**src/rtl/issue_queue_pkg.sv**
```systemverilog
// Shared types for the issue queue: the decoded-instruction record exchanged with
// the decode stage, default queue depth and register address width.
package issue_queue_pkg;

    localparam int IQ_DEPTH   = 4;
    localparam int REG_ADDR_W = 5;

    typedef struct packed {
        logic [5:0]            opcode;
        logic                  num1_need;
        logic [REG_ADDR_W-1:0] num1_addr;
        logic [31:0]           num1;
        logic                  num2_need;
        logic [REG_ADDR_W-1:0] num2_addr;
        logic [31:0]           num2;
        logic                  write_reg_need;
        logic [REG_ADDR_W-1:0] write_reg_addr;
    } ISSUE_QUEUE_ELEMENT;

    localparam int IQ_ELEM_W = $bits(ISSUE_QUEUE_ELEMENT);

endpackage

```
**src/rtl/reg_scoreboard.sv**
```systemverilog
// Busy-bit scoreboard: one bit per architectural register, set on issue of a writer,
// cleared on writeback (set wins on collision), register 0 never busy.
module reg_scoreboard
    import issue_queue_pkg::*;
#(
    parameter int NUM_REGS = 32
) (
    input  logic                  clk,
    input  logic                  rst_n,
    input  logic                  set_en,
    input  logic [REG_ADDR_W-1:0] set_addr,
    input  logic                  clr_en,
    input  logic [REG_ADDR_W-1:0] clr_addr,
    input  logic [REG_ADDR_W-1:0] rd_addr1,
    output logic                  rd_busy1,
    input  logic [REG_ADDR_W-1:0] rd_addr2,
    output logic                  rd_busy2
);

    logic [NUM_REGS-1:0] busy;
    logic [NUM_REGS-1:0] busy_next;

    always_comb begin
        busy_next    = busy;
        busy_next[0] = 1'b0;
        for (int i = 1; i < NUM_REGS; i++) begin
            if (set_en && set_addr == REG_ADDR_W'(i)) begin
                busy_next[i] = 1'b1;
            end else if (clr_en && clr_addr == REG_ADDR_W'(i)) begin
                busy_next[i] = 1'b0;
            end
        end
    end

    always_ff @(posedge clk or negedge rst_n) begin
        if (!rst_n) begin
            busy <= '0;
        end else begin
            busy <= busy_next;
        end
    end

    always_comb begin
        rd_busy1 = 1'b0;
        rd_busy2 = 1'b0;
        for (int i = 0; i < NUM_REGS; i++) begin
            if (rd_addr1 == REG_ADDR_W'(i)) rd_busy1 = busy[i];
            if (rd_addr2 == REG_ADDR_W'(i)) rd_busy2 = busy[i];
        end
    end

endmodule

```
**src/rtl/issue_queue.sv**
```systemverilog
// In-order issue queue with busy-bit scoreboard and issue-time operand fill.
// Define ISSUE_BYPASS_EN to let an element issue straight from in_elem when the queue is empty.
module issue_queue
    import issue_queue_pkg::*;
#(
    parameter int DEPTH    = IQ_DEPTH,
    parameter int NUM_REGS = 32
) (
    input  logic                           clk,
    input  logic                           rst_n,
    input  logic                           in_valid,
    output logic                           in_ready,
    input  logic [IQ_ELEM_W-1:0]           in_elem,
    output logic                           out_valid,
    input  logic                           out_ready,
    output logic [IQ_ELEM_W-1:0]           out_elem,
    output logic [REG_ADDR_W-1:0]          rf_raddr1,
    input  logic [31:0]                    rf_rdata1,
    output logic [REG_ADDR_W-1:0]          rf_raddr2,
    input  logic [31:0]                    rf_rdata2,
    input  logic                           wb_valid,
    input  logic [REG_ADDR_W-1:0]          wb_addr,
    input  logic                           flush,
    output logic [$clog2(DEPTH+1)-1:0]     count
);

    localparam int PTR_W = $clog2(DEPTH);
    localparam int CNT_W = $clog2(DEPTH+1);

    function automatic logic src_ok(input logic need, input logic [REG_ADDR_W-1:0] addr,
                                    input logic busy_bit);
        return !need || addr == '0 || !busy_bit;
    endfunction

    ISSUE_QUEUE_ELEMENT mem [DEPTH];
    ISSUE_QUEUE_ELEMENT in_e;
    ISSUE_QUEUE_ELEMENT head;
    ISSUE_QUEUE_ELEMENT cand;
    ISSUE_QUEUE_ELEMENT out_e;

    logic [PTR_W-1:0] rd_ptr;
    logic [PTR_W-1:0] wr_ptr;
    logic [CNT_W-1:0] count_q;
    logic             full;
    logic             empty;
    logic             busy1;
    logic             busy2;
    logic             cand_ok;
    logic             bypass;
    logic             push;
    logic             issue;
    logic             pop;

    assign in_e  = ISSUE_QUEUE_ELEMENT'(in_elem);
    assign head  = mem[rd_ptr];
    assign full  = (count_q == CNT_W'(DEPTH));
    assign empty = (count_q == '0);

    // The element under consideration for issue is the head, or in_elem when bypassing an empty queue.
`ifdef ISSUE_BYPASS_EN
    assign cand   = empty ? in_e : head;
    assign cand_ok = src_ok(cand.num1_need, cand.num1_addr, busy1) &&
                     src_ok(cand.num2_need, cand.num2_addr, busy2);
    assign bypass = rst_n && empty && in_valid && !flush && cand_ok && out_ready;
    assign out_valid = rst_n && !flush && cand_ok && (!empty || bypass);
`else
    assign cand   = head;
    assign cand_ok = src_ok(cand.num1_need, cand.num1_addr, busy1) &&
                     src_ok(cand.num2_need, cand.num2_addr, busy2);
    assign bypass = 1'b0;
    assign out_valid = rst_n && !flush && !empty && cand_ok;
`endif

    assign in_ready = rst_n && !full && !flush;
    assign issue    = out_valid && out_ready;
    assign push     = in_valid && in_ready && !bypass;
    assign pop      = issue && !bypass;

    assign rf_raddr1 = cand.num1_addr;
    assign rf_raddr2 = cand.num2_addr;

    always_comb begin
        out_e = cand;
        if (cand.num1_need) out_e.num1 = rf_rdata1;
        if (cand.num2_need) out_e.num2 = rf_rdata2;
    end

    assign out_elem = IQ_ELEM_W'(out_e);
    assign count    = count_q;

    reg_scoreboard #(
        .NUM_REGS (NUM_REGS)
    ) u_scoreboard (
        .clk      (clk),
        .rst_n    (rst_n),
        .set_en   (issue && cand.write_reg_need),
        .set_addr (cand.write_reg_addr),
        .clr_en   (wb_valid),
        .clr_addr (wb_addr),
        .rd_addr1 (cand.num1_addr),
        .rd_busy1 (busy1),
        .rd_addr2 (cand.num2_addr),
        .rd_busy2 (busy2)
    );

    always_ff @(posedge clk) begin
        if (push) mem[wr_ptr] <= in_e;
    end

    // Flush realigns the read pointer onto the write pointer rather than resetting both.
    always_ff @(posedge clk or negedge rst_n) begin
        if (!rst_n) begin
            rd_ptr  <= '0;
            wr_ptr  <= '0;
            count_q <= '0;
        end else if (flush) begin
            rd_ptr  <= wr_ptr;
            count_q <= '0;
        end else begin
            if (push) wr_ptr <= wr_ptr + PTR_W'(1);
            if (pop)  rd_ptr <= rd_ptr + PTR_W'(1);
            case ({push, pop})
                2'b10:   count_q <= count_q + CNT_W'(1);
                2'b01:   count_q <= count_q - CNT_W'(1);
                default: count_q <= count_q;
            endcase
        end
    end

endmodule

```
**config.mk**
```make
export PLATFORM = sky130hd
export DESIGN_NAME = issue_queue
export DESIGN_NICKNAME = d
export VERILOG_FILES = /design/src/rtl/issue_queue_pkg.sv /design/src/rtl/reg_scoreboard.sv /design/src/rtl/issue_queue.sv
export SDC_FILE = /design/constraint.sdc
export NUM_CORES = 1
export LEC_CHECK = 0
export BUFFER_PORTS_ARGS = -buffer_cell sky130_fd_sc_hd__buf_4
export CAP_MARGIN = 20
export CORE_UTILIZATION = 55
export DETAILED_ROUTE_END_ITERATION = 7
export PLACE_DENSITY = 0.85
export REMOVE_ABC_BUFFERS = 1
export SYNTH_ARGS = -nofsm -noshare
export SYNTH_HDL_FRONTEND = slang
export SYNTH_SLANG_ARGS = --single-unit
```
**constraint.sdc**
```tcl
create_clock -name clk -period 10.02 [get_ports clk]
set_input_delay 0.501 -clock clk [delete_from_list [all_inputs] [get_ports clk]]
set_output_delay 0.501 -clock clk [all_outputs]
set_load 0.01 [all_outputs]
```
; After elaboration in Yosys (flattened, before gate mapping)
; Memory sizes are Yosys's and may differ from the RTL's.
; Index checks and enable logic that the tools add are counted.
; Widths: inputs -> output; s select.
[totals]
mem_count = 1
elab_cells = 418
ram_bits = 352
latch_bits = 0
register_bits = 38
romBits = 0
[memory_table]
columns = memory, words, word_bits, rd, rd_ports_with_merged_regs, wr, line_no
row1 = mem, 4, 88, 1, 0, 1, issue_queue.sv:35  ; ISSUE_QUEUE_ELEMENT mem [DEPTH];
[op_classes]
n_bitwise = 1
muxes = 132
n_addsub = 4
n_mul = 0
reduce_logical = 119
eq_ne = 127
shifts = 0
order_cmp = 0
div = 0
[ops]
columns = cell, n
row1 = $eq 5x5->1 const B, 64
row2 = $eq 5x4->1 const B, 32
row3 = $mux 1, 126
row4 = $eq 5x3->1 const B, 16
row5 = $logic_and 1x1->1, 71
row6 = $mux 32, 2
row7 = $reduce_bool 2->1, 32
row8 = $eq 5x2->1 const B, 8
row9 = $eq 5x1->1 const B, 4
row10 = $logic_not 5->1, 2
row11 = $logic_not 1->1, 7
row12 = $pmux 3 s2, 1
row13 = $add 2x1->2 const B, 2
row14 = $logic_or 1x1->1, 4
row15 = $mux 2, 2
row16 = $add 3x1->3 const B, 1
row17 = $eq 3x3->1 const B, 1
row18 = $logic_not 3->1, 1
row19 = $mux 3, 1
row20 = $reduce_bool 3->1, 1
row21 = $sub 3x1->3 const B, 1
row22 = $eq 2x1->1 const B, 1
row23 = $eq 2x2->1 const B, 1
row24 = $reduce_and 2->1, 1
row25 = $not 1->1, 1

; Longest topological paths before layout
; Gate-level depths: netlist of run 1.
; An unclocked memory read counts as a cell.
[depth]
depth_word = 41
mapped_depth = 18
depth_no_buf = 15

; Cells and area by module
; A second synthesis of run 1 with hierarchy kept.
[unflattened]
cells_unflattened = 881
hier_area_um2 = 16408.2
[by_module_without_submodules]
columns = module, area_per_inst_um2, instances, seq_area_each_um2, cells_each
row1 = issue_queue, 14179.8, 1, 10745.3, 619
row2 = reg_scoreboard, 2228.4, 1, 775.7, 262

; Worst setup path after synthesis of run 1
; Ideal clock, no wire load.
[synth_path]
path_kind = register to register
from = register rd_ptr[0]
to = register count_q[1] (netlist: count[1])
stages_incl_launch_ff = 16
arrival_ns = 3.628
synth_period_minus_slack_ns = 3.751
required_time_ns = 9.897
path_slack_ns = 6.269
setup_ns = 0.123
path_cell_list = dfrtp_1 buf_6 buf_6 mux4_2 buf_2 or4_1 a32o_1 o2111ai_1 a41oi_4 o211ai_4 clkbuf_1 nor2_1 fa_1 and3_1 o21ai_0 nand2_1
[synth_between]
elab_chain_cells = 41
[synth_lines]
columns = element, line_no
row1 = "start, declared", issue_queue.sv:41  ; logic [PTR_W-1:0] rd_ptr;
row2 = "start signal, assigned", issue_queue.sv:117  ; rd_ptr <= wr_ptr;
row3 = "start signal, assigned", issue_queue.sv:121  ; if (pop) rd_ptr <= rd_ptr + PTR_W'(1);
row4 = $mem_v2 4x88 *, n/a
row5 = $eq 5x1->1 (on tied branches), "reg_scoreboard.sv:47, reg_scoreboard.sv:48"
row6 = $mux 1 (on tied branches) (31 in a row), "reg_scoreboard.sv:47, reg_scoreboard.sv:48"
row7 = $logic_not 1->1, issue_queue.sv:32  ; return !need || addr == '0 || !busy_bit;
row8 = $logic_or 1x1->1, issue_queue.sv:32
row9 = $logic_and 1x1->1 *, issue_queue.sv:68  ; assign cand_ok = src_ok(cand.num1_need, cand.num1_addr, busy1) &&
row10 = $logic_and 1x1->1 *, issue_queue.sv:71  ; assign out_valid = rst_n && !flush && !empty && cand_ok;
row11 = $logic_and 1x1->1 *, issue_queue.sv:75  ; assign issue = out_valid && out_ready;
row12 = $eq 2x1->1 or $eq 2x2->1 (tied branches), issue_queue.sv:122  ; case ({push, pop})
row13 = $pmux 3 s2, issue_queue.sv:122
row14 = $mux 3, issue_queue.sv:116  ; end else if (flush) begin
row15 = "end signal, assigned", issue_queue.sv:123  ; 2'b10: count_q <= count_q + CNT_W'(1);
row16 = "end signal, assigned", issue_queue.sv:124  ; 2'b01: count_q <= count_q - CNT_W'(1);
row17 = "end signal, assigned", issue_queue.sv:125  ; default: count_q <= count_q;
row18 = "end, declared", issue_queue.sv:43  ; logic [CNT_W-1:0] count_q;
; Every way passes the cells marked *; elsewhere a longest branch is shown, timed or not.
; A chain may end at the register's enable or synchronous reset.

; Worst setup path in the final report of run 1
; Same ends and word-level chain as after synthesis.

==> summary.md, run 1 <==
| Metric | Value |
|---|---|
| Bufs on Longest Clock Path | `3` |
| Final Cell Area | `0.0201 sq mm` |
| Post-synth ARST share | `around a tenth` |
| # port buffers | `roughly 270` |
| Slew Limit Fails | `0` |
| Syn Inst Count | `916` |
| Setup TNS Final | `0 ps` |
| Initial antenna violation count | `1` |
| Die area | `0.0309 sq mm` |
| Sequential cell area | `roughly 0.012 sq mm` |
| Worst setup SP type | `flip-flop` |
| CTS tree | `yes` |
| Non-filler cells, final | `1589` |
| Dominant synthesized flop cell | `edfxtp_1` |
| Layout area overhead | `20.7%` |
| Clk sinks | `390` |
| Lkg Pwr | `7.07 nW` |
| Io pins | `approximately 270` |
| Die width | `about 180 um` |
| Worst path max stage delay | `800 ps` |
| Crit path required time | `10440 ps` |
| Post-DRT Antenna Nets | `0` |
| Total Nets Final | `1340` |
| Most common cell after layout, fill and taps aside | `edfxtp_1` |
| DR vias | `9491` |
| # resized after CTS | `0` |
| Post-synth EDFFs | `roughly 350` |
| Arrival time of the worst setup path | `5640 ps` |
| FMAX | `191 MHz` |
| Inst Count DP | `1519` |
| Clk root buf | `clkbuf_16` |
| Power Density | `242 mW/mm^2` |
| CP max FO | `53` |
| DRT Pass-1 Iters | `5` |
| Final Hold Fails | `0` |
| Fillers | `about 1900` |
| Area leader, netlist | `edfxtp_1` |
| Post-DP HPWL | `around 24 mm` |
| DR vias/cell | `5.97` |
| Share of the synthesized area in the top cell type | `63.6%` |
| Drt wl/cell | `23.2 um` |
| Tightest Pin Transition | `1010 ps` |
| YS warnings | `0` |
| Clock latency on the worst-skew pair | `530 ps` |
| RSZ-0062 raised after global routing | `false` |
| Critical Path, Cell by Cell | `buf_4, mux2_2, mux2i_4, inv_1, or2_1, or4_4, nand4_2, o211ai_2, a41oi_4, o211ai_4, nor2_1, fa_1, nor3b_1, o21bai_1, nand2_1` |
| CP Class | `flip-flop to flip-flop` |
| Area of the multi-input gates | `0.00473 sq mm` |
| GRT Total Usage | `between 20% and 30%` |
| Clk pin slew, worst setup/hold paths | `60 ps` |
| Syn Area/Cell | `~18 sq um` |
| Maximum VDD drop | `around 0.00018 V` |
| First-pass GRT wire length | `55.6 mm` |
| Area contributors post-synth | `edfxtp_1, mux4_2, dfrtp_1, mux2_2, o21ai_0` |
| Max Cap Viol | `0` |
| Rel. slew slack | `32.5%` |
| Post-Synthesis Cell Area | `0.0166 sq mm` |
| Final setup fails | `0` |
| Largest net degree at the start of global routing | `66` |
| Register bit total from synthesis | `390` |
| Vias in the first global route | `just under 10000` |
| Core ar. | `0.0297 sq mm` |
| Die Span Y | `about 180 um` |
| GP Congestion | `0.887` |
| CTS H-Tree Depth | `2` |
| Skew final | `12.3 ps` |
| Sequential element share of the synthesized area | `69.3%` |
| # rows | `63` |
| Hold Path Class | `primary input to flip-flop` |
| TritonCTS Buffers | `40` |
| Initial Utilization | `a little under three fifths` |
| GRT overflow | `0` |
| Layout cells sized above 1 | `41.3%` |
| Tot Pwr | `around 4.9 mW` |
| Commonest cells after routing, fill and taps aside | `edfxtp_1, buf_4, mux4_2` |
| Drt initial violations | `between 700 and 800` |
| Worst path slowest cell | `buf_4` |
| Routed WL | `36.9 mm` |
| Remaining DRCs | `0` |
| Synth unique cells | `79` |
| Placed cell areas | `0.0189 sq mm` |
| Post-layout min period | `5230 ps` |
| Status | `finished, final reports clean` |
| CP Capture Type | `flip-flop` |
| Final Cycle Share | `52.2%` |
| Postcts setup bufs | `0` |
critical path, delay by kind of cell, from the launching register on:
family | cells | cell delay [ps]
adders and majority gates | 1 | 440
buffers and inverters | 2 | 1130
DFF | 1 | 690
muxes | 2 | 750
and+or+nand+nor | 6 | 1280
AOI/OAI and AO/OA | 4 | 790
Yosys cell counts, types with 3 or more instances:
cell type and n:
a21oi_1 9, a221oi_1 4, a22oi_1 3, and2_1 5, and3_1 9, buf_1 9, buf_2 12, buf_4 11
buf_6 7, clkbuf_1 20, dfrtp_1 38, edfxtp_1 352, ha_1 4, inv_1 15, mux2_2 66, mux2i_1 10
mux4_2 86, nand2_1 30, nand2b_1 18, nand3_1 6, nand3b_1 3, nand4b_1 4, nor2_1 14, nor2b_1 10
nor3_1 7, nor3b_1 10, o2111ai_1 4, o211ai_1 4, o21ai_0 43, o21ai_1 24, o221ai_1 3, o311a_1 4
o311ai_0 3, o31ai_1 8, or3_1 4, or3b_1 3, xnor2_1 3
registers in the layout (all words and copies together), names as in the netlist:
name and count:
u_scoreboard.busy 31, mem 352, rd_ptr 2, count 3
wr_ptr 2
worst paths after layout:
check	end	slack, ps	from	cells past startpoint
max	count[1]	4790	rd_ptr[0]	15
min	mem[2][43]	170	in_elem[43]	1
max reg2reg	count[1]	4790	rd_ptr[0]	15
min reg2reg	u_scoreboard.busy[13]	540	u_scoreboard.busy[13]	2
max in group asynchronous	rd_ptr[0]	9130	rst_n	2
min in group asynchronous	u_scoreboard.busy[22]	480	rst_n	2
where the power goes:
| group | internal (mW) | switching (mW) |
|---|---|---|
| clock | 0.788 | 0.594 |
| sequential | 1.87 | 0.0726 |
| combinational | 0.768 | 0.766 |
| total | 3.43 | 1.43 |
kinds of logic after synthesis:
group / synth area share, %
flip-flops: 69.3
AO/OA/AOI/OAI: 5.98
multiplexers: 17.1
AND/OR/NAND/NOR: 4.55
adder cells (fa/ha/maj): 0.421
XOR/XNOR: 0.301
buffers and inverters: 2.37
what timing repair did:
action / in CTS / in global routing
endpoints found under the setup margin: 0 / 0
hold endpoints to repair: 38 / 0
hold buffers: 1 / 0
metrics by stage:
step                hold WS, ps  util, %  setup WS (ps)
finish                      169     67.5           4790
global route                151     67.5           4330
CTS                         150     67.5           4680
detailed placement          511     63.4           4700
global placement            500     63.4           4820
floorplan                   205        -           2960
cell type report:
class                   count  share of cell area, %
flip-flops and latches    390                   57.4
multi-input cells         450                   23.6
repair buffers            273                   10.2
clock buffers              47                   5.12
well taps                 390                   2.43
clock inverters            21                  0.898
inverters                  17                  0.318
diodes                      1                 0.0125
layer usage:
layer / GRT usage (%) / routed length, um / vias to the layer above
met5: 0 / 0 / -
met4: 8.99 / 1230 / 0
met3: 5.13 / 2690 / 80
met2: 39.9 / 18500 / 409
met1: 31.8 / 14400 / 4763
li1: - / - / 4239
Power figures use the tool's default switching activity.
==> run 2, diff against run 1 <==
clock period = 5.25 ns   (was 10.02 ns; I/O delays follow)
==> run 2 against run 1 <==
  * Utilization rose by 3.3 points
  * Setup slack got worse by 4000 ps
  * Global-route usage grew 1.3 points
  * Wire length increased by 4.2%
  * Via count up 4.5%
  * Power increased by 94%
==> summary.md, run 2 (synthesized netlist as in run 1, its figures left out) <==
| Metric | Value |
|---|---|
| Commonest cells after routing, fill and taps aside | `edfxtp_1, buf_4, dlygate4sd3_1 (was edfxtp_1, buf_4, mux4_2)` |
| RSZ-0062 raised after global routing | `false (unchanged)` |
| Drt wl/cell | `22.7 um (was 23.2 um)` |
| Final Cycle Share | `85.1% (was 52.2%)` |
| DR vias/cell | `5.87 (was 5.97)` |
| Layout area overhead | `26.7% (was 20.7%)` |
| CTS H-Tree Depth | `2 (unchanged)` |
| Power Density | `448 mW/mm^2 (was 242 mW/mm^2)` |
| Final Cell Area | `0.0211 sq mm (was 0.0201 sq mm)` |
| DRT Pass-1 Iters | `5 (unchanged)` |
| Inst Count DP | `1526 (was 1519)` |
| GRT Total Usage | `25.4% (was 24.2%)` |
| Largest net degree at the start of global routing | `69 (was 66)` |
| Largest register by flop count | `mem (unchanged)` |
| Final Hold Fails | `0 (unchanged)` |
| Fillers | `1830 (was 1936)` |
| CTS tree | `yes (unchanged)` |
| Rel. slew slack | `29.8% (was 32.5%)` |
| Post-DP HPWL | `24.2 mm (was 23.8 mm)` |
| Bufs on Longest Clock Path | `3 (unchanged)` |
| Die area | `0.0309 sq mm (unchanged)` |
| Skew final | `18.7 ps (was 12.3 ps)` |
| Post-DRT Antenna Nets | `0 (unchanged)` |
| CP max FO | `24 (was 53)` |
| Max reg flops | `352 (unchanged)` |
| Final setup fails | `0 (unchanged)` |
| Initial Utilization | `55.9% (unchanged)` |
| Setup TNS Final | `0 ps (unchanged)` |
| Routed wl met2 | `19.5 mm (was 18.5 mm)` |
| Status | `finished, final reports clean (unchanged)` |
| Drt initial violations | `924 (was 731)` |
| Non-filler cells, final | `1691 (was 1589)` |
| DR vias | `9921 (was 9491)` |
| Clock latency on the worst-skew pair | `520 ps (was 530 ps)` |
| Post-layout min period | `4470 ps (was 5230 ps)` |
| P_sw | `2.78 mW (was 1.43 mW)` |
| Clk pin slew, worst setup/hold paths | `60 ps (about the same)` |
| CP top delay family | `compound AO/OA/AOI/OAI gates (was simple AND/OR/NAND/NOR gates)` |
| Sw Ratio | `29.4% (was 29.5%)` |
| # port buffers | `265 (unchanged)` |
| Initial antenna violation count | `3 (was 1)` |
| Maximum VDD drop | `0.000335 V (was 0.000182 V)` |
| Routed WL | `38.5 mm (was 36.9 mm)` |
| # rows | `63 (unchanged)` |
| Int Power | `6.66 mW (was 3.43 mW)` |
| Crit path required time | `5610 ps (was 10440 ps)` |
| Comb power frac | `32.1% (was 31.6%)` |
| Total Nets Final | `1436 (was 1340)` |
| M1 WL | `15.7 mm (was 14.4 mm)` |
| Die Span Y | `176 um (unchanged)` |
| Slew Limit Fails | `0 (unchanged)` |
| First-pass GRT wire length | `58.9 mm (was 55.6 mm)` |
| CTS Hold Bufs | `90 (was 1)` |
| CP Class | `flip-flop to flip-flop (unchanged)` |
| FMAX | `224 MHz (was 191 MHz)` |
| Clk root buf | `clkbuf_16 (unchanged)` |
| Flop pwr share | `39.2% (was 40.0%)` |
| Postcts setup bufs | `0 (unchanged)` |
| GRT overflow | `0 (unchanged)` |
| # resized after CTS | `0 (unchanged)` |
| Die width | `176 um (unchanged)` |
| CP Capture Type | `flip-flop (unchanged)` |
| Clock share of power | `28.7% (was 28.4%)` |
| Tightest Pin Transition | `1050 ps (was 1010 ps)` |
| Io pins | `266 (unchanged)` |
| Worst path slowest cell | `mux4_2 (was buf_4)` |
| Core ar. | `0.0297 sq mm (unchanged)` |
| Placed cell areas | `0.0189 sq mm (about the same)` |
| Top routing layer in use | `met4 (unchanged)` |
| Hold Path Class | `primary input to flip-flop (unchanged)` |
| Worst path buffer plus inverter count | `1 (was 2)` |
| Most common cell after layout, fill and taps aside | `edfxtp_1 (unchanged)` |
| Clk sinks | `390 (unchanged)` |
| Arrival time of the worst setup path | `4830 ps (was 5640 ps)` |
| Layout cells sized above 1 | `38.8% (was 41.3%)` |
| Critical Path, Cell by Cell | `buf_4, mux4_2, nand2b_1, or4_1, a32o_1, o2111ai_1, a41oi_4, o211ai_4, nor2_1, fa_1, nand2_1, nor3_1, o21ai_0, o311ai_0 (was buf_4, mux2_2, mux2i_4, inv_1, or2_1, or4_4, nand4_2, o211ai_2, a41oi_4, o211ai_4, nor2_1, fa_1, nor3b_1, o21bai_1, nand2_1)` |
| Remaining DRCs | `0 (unchanged)` |
| Worst path max stage delay | `670 ps (was 800 ps)` |
| DR WL met3 | `2.22 mm (was 2.69 mm)` |
| Vias in the first global route | `10300 (was 9617)` |
| GP Congestion | `0.937 (was 0.887)` |
| Worst setup SP type | `flip-flop (unchanged)` |
| TritonCTS Buffers | `40 (unchanged)` |
| Lkg Pwr | `7.49 nW (was 7.07 nW)` |
| Max Cap Viol | `0 (unchanged)` |
run 2: cell count changes in the layout (fill, tap and decap cells not counted), moves of 2 or more:
cell / before / now
inv_6: 2 / 0
buf_4: 272 / 279
clkbuf_16: 40 / 42
clkbuf_1: 7 / 11
clkinv_1: 11 / 9
dlygate4sd3_1: 1 / 90
diode_2: 1 / 3
run 2: metrics by stage:
stage                     worst slack (ps)  utilization (%)  hold slack, ps  total power, mW
after detailed placement               804             63.6             280             6.72
after CTS                              764             70.8             175             9.46
after global routing                   523             70.9             208             9.83
after floorplan                      -1810                -           -33.1             5.67
final                                  782             70.9             188             9.43
after global placement                 913             63.6             269             6.69
run 2: worst paths after layout:
kind	cells past startpoint	from	slack, ps	endpoint
max reg2reg	14	rd_ptr[0]	780	count[2]
min reg2reg	2	u_scoreboard.busy[29]	520	u_scoreboard.busy[29]
max	14	rd_ptr[0]	780	count[2]
max in group asynchronous	2	rst_n	4570	rd_ptr[0]
min in group asynchronous	2	rst_n	270	rd_ptr[1]
min	4	wb_addr[3]	190	u_scoreboard.busy[1]
run 2: worst reg2reg max path, stage by stage (launching register included):
cell and delay, ps:
dfrtp_4 660, buf_4 420, mux4_2 680, nand2b_1 190
or4_1 470, a32o_1 240, o2111ai_1 150, a41oi_4 180
o211ai_4 310, nor2_1 140, fa_1 450, nand2_1 90
nor3_1 50, o21ai_0 150, o311ai_0 140
run 2: layout make-up:
class / count / area, sq um / area share (%)
diodes: 3 / 7.51 / 0.0356
clock buffers: 53 / 1090 / 5.19
clock inverters: 19 / 156 / 0.743
inverters: 17 / 63.8 / 0.303
multi-input cells: 450 / 4730 / 22.5
flip-flops and latches: 390 / 11500 / 54.7
well taps: 390 / 488 / 2.32
repair buffers: 369 / 3000 / 14.2
run 2: layer usage:
layer	vias to the layer above	track usage, %
li1	4430	-
met1	5022	33.8
met2	392	42.9
met3	77	4.11
met4	0	8.73
met5	-	0
run 2: power by group through the flow:
stage | combinational (mW) | sequential, mW | clock [mW]
after floorplan | 1.80 | 3.87 | 0
after global placement | 2.94 | 3.75 | 0
after detailed placement | 2.96 | 3.76 | 0
after CTS | 3.04 | 3.70 | 2.72
after global routing | 3.25 | 3.71 | 2.87
final | 3.03 | 3.70 | 2.71
==> run 3, diff against run 2 <==
==> constraint.sdc (replaced) <==
create_clock -name clk -period 5.25 [get_ports clk]
set_input_delay 1.05 -clock clk [delete_from_list [all_inputs] [get_ports clk]]
set_output_delay 1.05 -clock clk [all_outputs]
set_load 0.01 [all_outputs]
==> run 3 against run 2 <==
  * Cell count down 5.6%
  * Cell area down 4.6%
  * Die area unchanged
  * Sequential cell count unchanged
  * Critical path depth down 4
  * Utilization down 3.3 points
  * First-iteration DRC count up 2.4%
  * Clock skew down 6.8 ps
  * Highest routed layer unchanged
  * Power down 2.9%
  * Non-clock buffer count down 89
==> summary.md, run 3 (synthesized netlist as in run 1, its figures left out) <==
| Metric | Value |
|---|---|
| CP Class | `flip-flop to output pin (was flip-flop to flip-flop)` |
| # rows | `63 (unchanged)` |
| CTS Hold Bufs | `0 (was 90)` |
| GRT overflow | `0 (unchanged)` |
| Crit path required time | `4200 ps (was 5610 ps)` |
| Fillers | `1940 (was 1830)` |
| Most common cell after layout, fill and taps aside | `edfxtp_1 (unchanged)` |
| DR vias/cell | `5.94 (was 5.87)` |
| Skew final | `11.9 ps (was 18.7 ps)` |
| Rel. slew slack | `37.3% (was 29.8%)` |
| DR vias | `9493 (was 9921)` |
| DRT Pass-1 Iters | `5 (unchanged)` |
| Final Cell Area | `0.0201 sq mm (was 0.0211 sq mm)` |
| Worst setup SP type | `flip-flop (unchanged)` |
| Layout cells sized above 1 | `41.9% (was 38.8%)` |
| Arrival time of the worst setup path | `3770 ps (was 4830 ps)` |
| GRT Total Usage | `24.1% (was 25.4%)` |
| Postcts setup bufs | `0 (unchanged)` |
| Clk sinks | `390 (unchanged)` |
| Final Cycle Share | `91.8% (was 85.1%)` |
| First-pass GRT wire length | `55.7 mm (was 58.9 mm)` |
| Setup TNS Final | `0 ps (unchanged)` |
| Placement Setup Slack | `933 ps (was 804 ps)` |
| Initial antenna violation count | `1 (was 3)` |
| CTS tree | `yes (unchanged)` |
| Critical Path, Cell by Cell | `mux2_2, mux2i_4, inv_1, or2_1, or4_4, nand4_2, o211ai_2, a41oi_4, o21a_1, buf_4 (was buf_4, mux4_2, nand2b_1, or4_1, a32o_1, o2111ai_1, a41oi_4, o211ai_4, nor2_1, fa_1, nand2_1, nor3_1, o21ai_0, o311ai_0)` |
| Final Hold Fails | `0 (unchanged)` |
| # port buffers | `265 (unchanged)` |
| Worst path slowest cell | `dfrtp_4 (was mux4_2)` |
| # resized after CTS | `0 (unchanged)` |
| Commonest cells after routing, fill and taps aside | `edfxtp_1, buf_4, mux4_2 (was edfxtp_1, buf_4, dlygate4sd3_1)` |
| Post-DRT Antenna Nets | `0 (unchanged)` |
| Worst path max stage delay | `710 ps (was 670 ps)` |
| Worst reg-to-reg setup slack | `880 ps (was 780 ps)` |
| Drt initial violations | `946 (was 924)` |
| Placed cell areas | `0.0189 sq mm (about the same)` |
| Largest register by flop count | `mem (unchanged)` |
| Routed WL | `36.4 mm (was 38.5 mm)` |
| Routed wl met2 | `18.6 mm (was 19.5 mm)` |
| CP Capture Type | `output pin (was flip-flop)` |
| Clk root buf | `clkbuf_16 (unchanged)` |
| Remaining DRCs | `0 (unchanged)` |
| Io pins | `266 (unchanged)` |
| Die area | `0.0309 sq mm (unchanged)` |
| Die width | `176 um (unchanged)` |
| CTS H-Tree Depth | `2 (unchanged)` |
| Max Cap Viol | `0 (unchanged)` |
| TritonCTS Buffers | `40 (unchanged)` |
| Die Span Y | `176 um (unchanged)` |
| Bufs on Longest Clock Path | `3 (unchanged)` |
| Hold Path Class | `primary input to async pin (was primary input to flip-flop)` |
| Lkg Pwr | `7.07 nW (was 7.49 nW)` |
| Worst path buffer plus inverter count | `2 (was 1)` |
| Slew Limit Fails | `0 (unchanged)` |
| Core ar. | `0.0297 sq mm (unchanged)` |
| Total Nets Final | `1347 (was 1436)` |
| FF-to-FF Start | `rd_ptr[0] (unchanged)` |
| Layout area overhead | `20.8% (was 26.7%)` |
| Cell count of the worst reg-to-reg path | `14 (unchanged)` |
| Post-route setup slack | `429 ps (was 782 ps)` |
| Final setup fails | `0 (unchanged)` |
| Max reg flops | `352 (unchanged)` |
| Clk pin slew, worst setup/hold paths | `60 ps (about the same)` |
| Power Density | `456 mW/mm^2 (was 448 mW/mm^2)` |
| CP top delay family | `simple AND/OR/NAND/NOR gates (was compound AO/OA/AOI/OAI gates)` |
| GP Congestion | `0.967 (was 0.937)` |
| FMAX | `207 MHz (was 224 MHz)` |
| DR WL met3 | `2.71 mm (was 2.22 mm)` |
| Status | `finished, final reports clean (unchanged)` |
| Initial Utilization | `55.9% (unchanged)` |
| Top routing layer in use | `met4 (unchanged)` |
| Tightest Pin Transition | `940 ps (was 1050 ps)` |
| Worst R2R End | `count[1] (was count[2])` |
| Drt wl/cell | `22.8 um (was 22.7 um)` |
| Post-DP HPWL | `24.1 mm (was 24.2 mm)` |
| M1 WL | `13.9 mm (was 15.7 mm)` |
| Post-layout min period | `4820 ps (was 4470 ps)` |
| Largest net degree at the start of global routing | `58 (was 69)` |
| CP max FO | `29 (was 24)` |
| Clock latency on the worst-skew pair | `520 ps (about the same)` |
| Maximum VDD drop | `0.000343 V (was 0.000335 V)` |
| Crit path from | `rd_ptr[0] (unchanged)` |
| Vias in the first global route | `9827 (was 10300)` |
| RSZ-0062 raised after global routing | `false (unchanged)` |
[run 3: changes by cell type in the layout (fill, tap and decap cells not counted), moves of 2 or more]
cell           before  now
clkinv_1            9    7
clkinv_2            5    7
buf_12              0    2
diode_2             3    1
clkbuf_16          42   40
bufinv_16           2    0
dlygate4sd3_1      90    0
[run 3: worst max path at each step]
stage | endpoint | slack, ps | cells past startpoint
after CTS | out_valid | 420 | 10
after floorplan | out_valid | -1850 | 8
after global placement | count[1] | 970 | 14
after global routing | out_valid | 270 | 10
after detailed placement | count[1] | 930 | 14
final | out_valid | 430 | 10
[run 3: final cells by class]
class,instances,area (sq um),area share (%)
multi-input combinational,450,4730,23.5
timing repair buffer,280,2130,10.6
tap,390,488,2.43
inverter,17,63.8,0.318
clock inverter,19,111,0.554
clock buffer,50,1040,5.17
sequential,390,11500,57.4
antenna,1,2.50,0.0125
[run 3: power by group]
part / switching (mW) / total (mW) / internal [mW]
registers: 0.120 / 3.69 / 3.57
clock network: 1.10 / 2.50 / 1.40
logic: 1.48 / 2.96 / 1.48
total: 2.70 / 9.16 / 6.46
[run 3: per-layer routing]
metal,vias to the layer above,track usage [%]
met5,-,0
met4,0,8.59
met3,74,5.37
met2,402,41.3
met1,4764,30.1
li1,4253,-
[run 3: worst register-to-register path: cells and delay by family, from the launching register on]
family,cells,cell delay [ps]
multiplexers,2,730
AO/OA/AOI/OAI,4,750
adder cells (fa/ha/maj),1,440
buffers and inverters,1,310
AND/OR/NAND/NOR,6,1320
flip-flops,1,710
[run 3: per-stage QoR]
stage | hold slack (ps) | utilization [%] | total power [mW] | cells
finish | 503 | 67.6 | 9.16 | 1597
global route | 532 | 67.6 | 9.55 | 1597
CTS | 510 | 67.6 | 9.24 | 1596
detailed placement | 526 | 63.7 | 6.73 | 1527
global placement | 503 | 63.7 | 6.69 | 1527
floorplan | 479 | - | 5.67 | 857
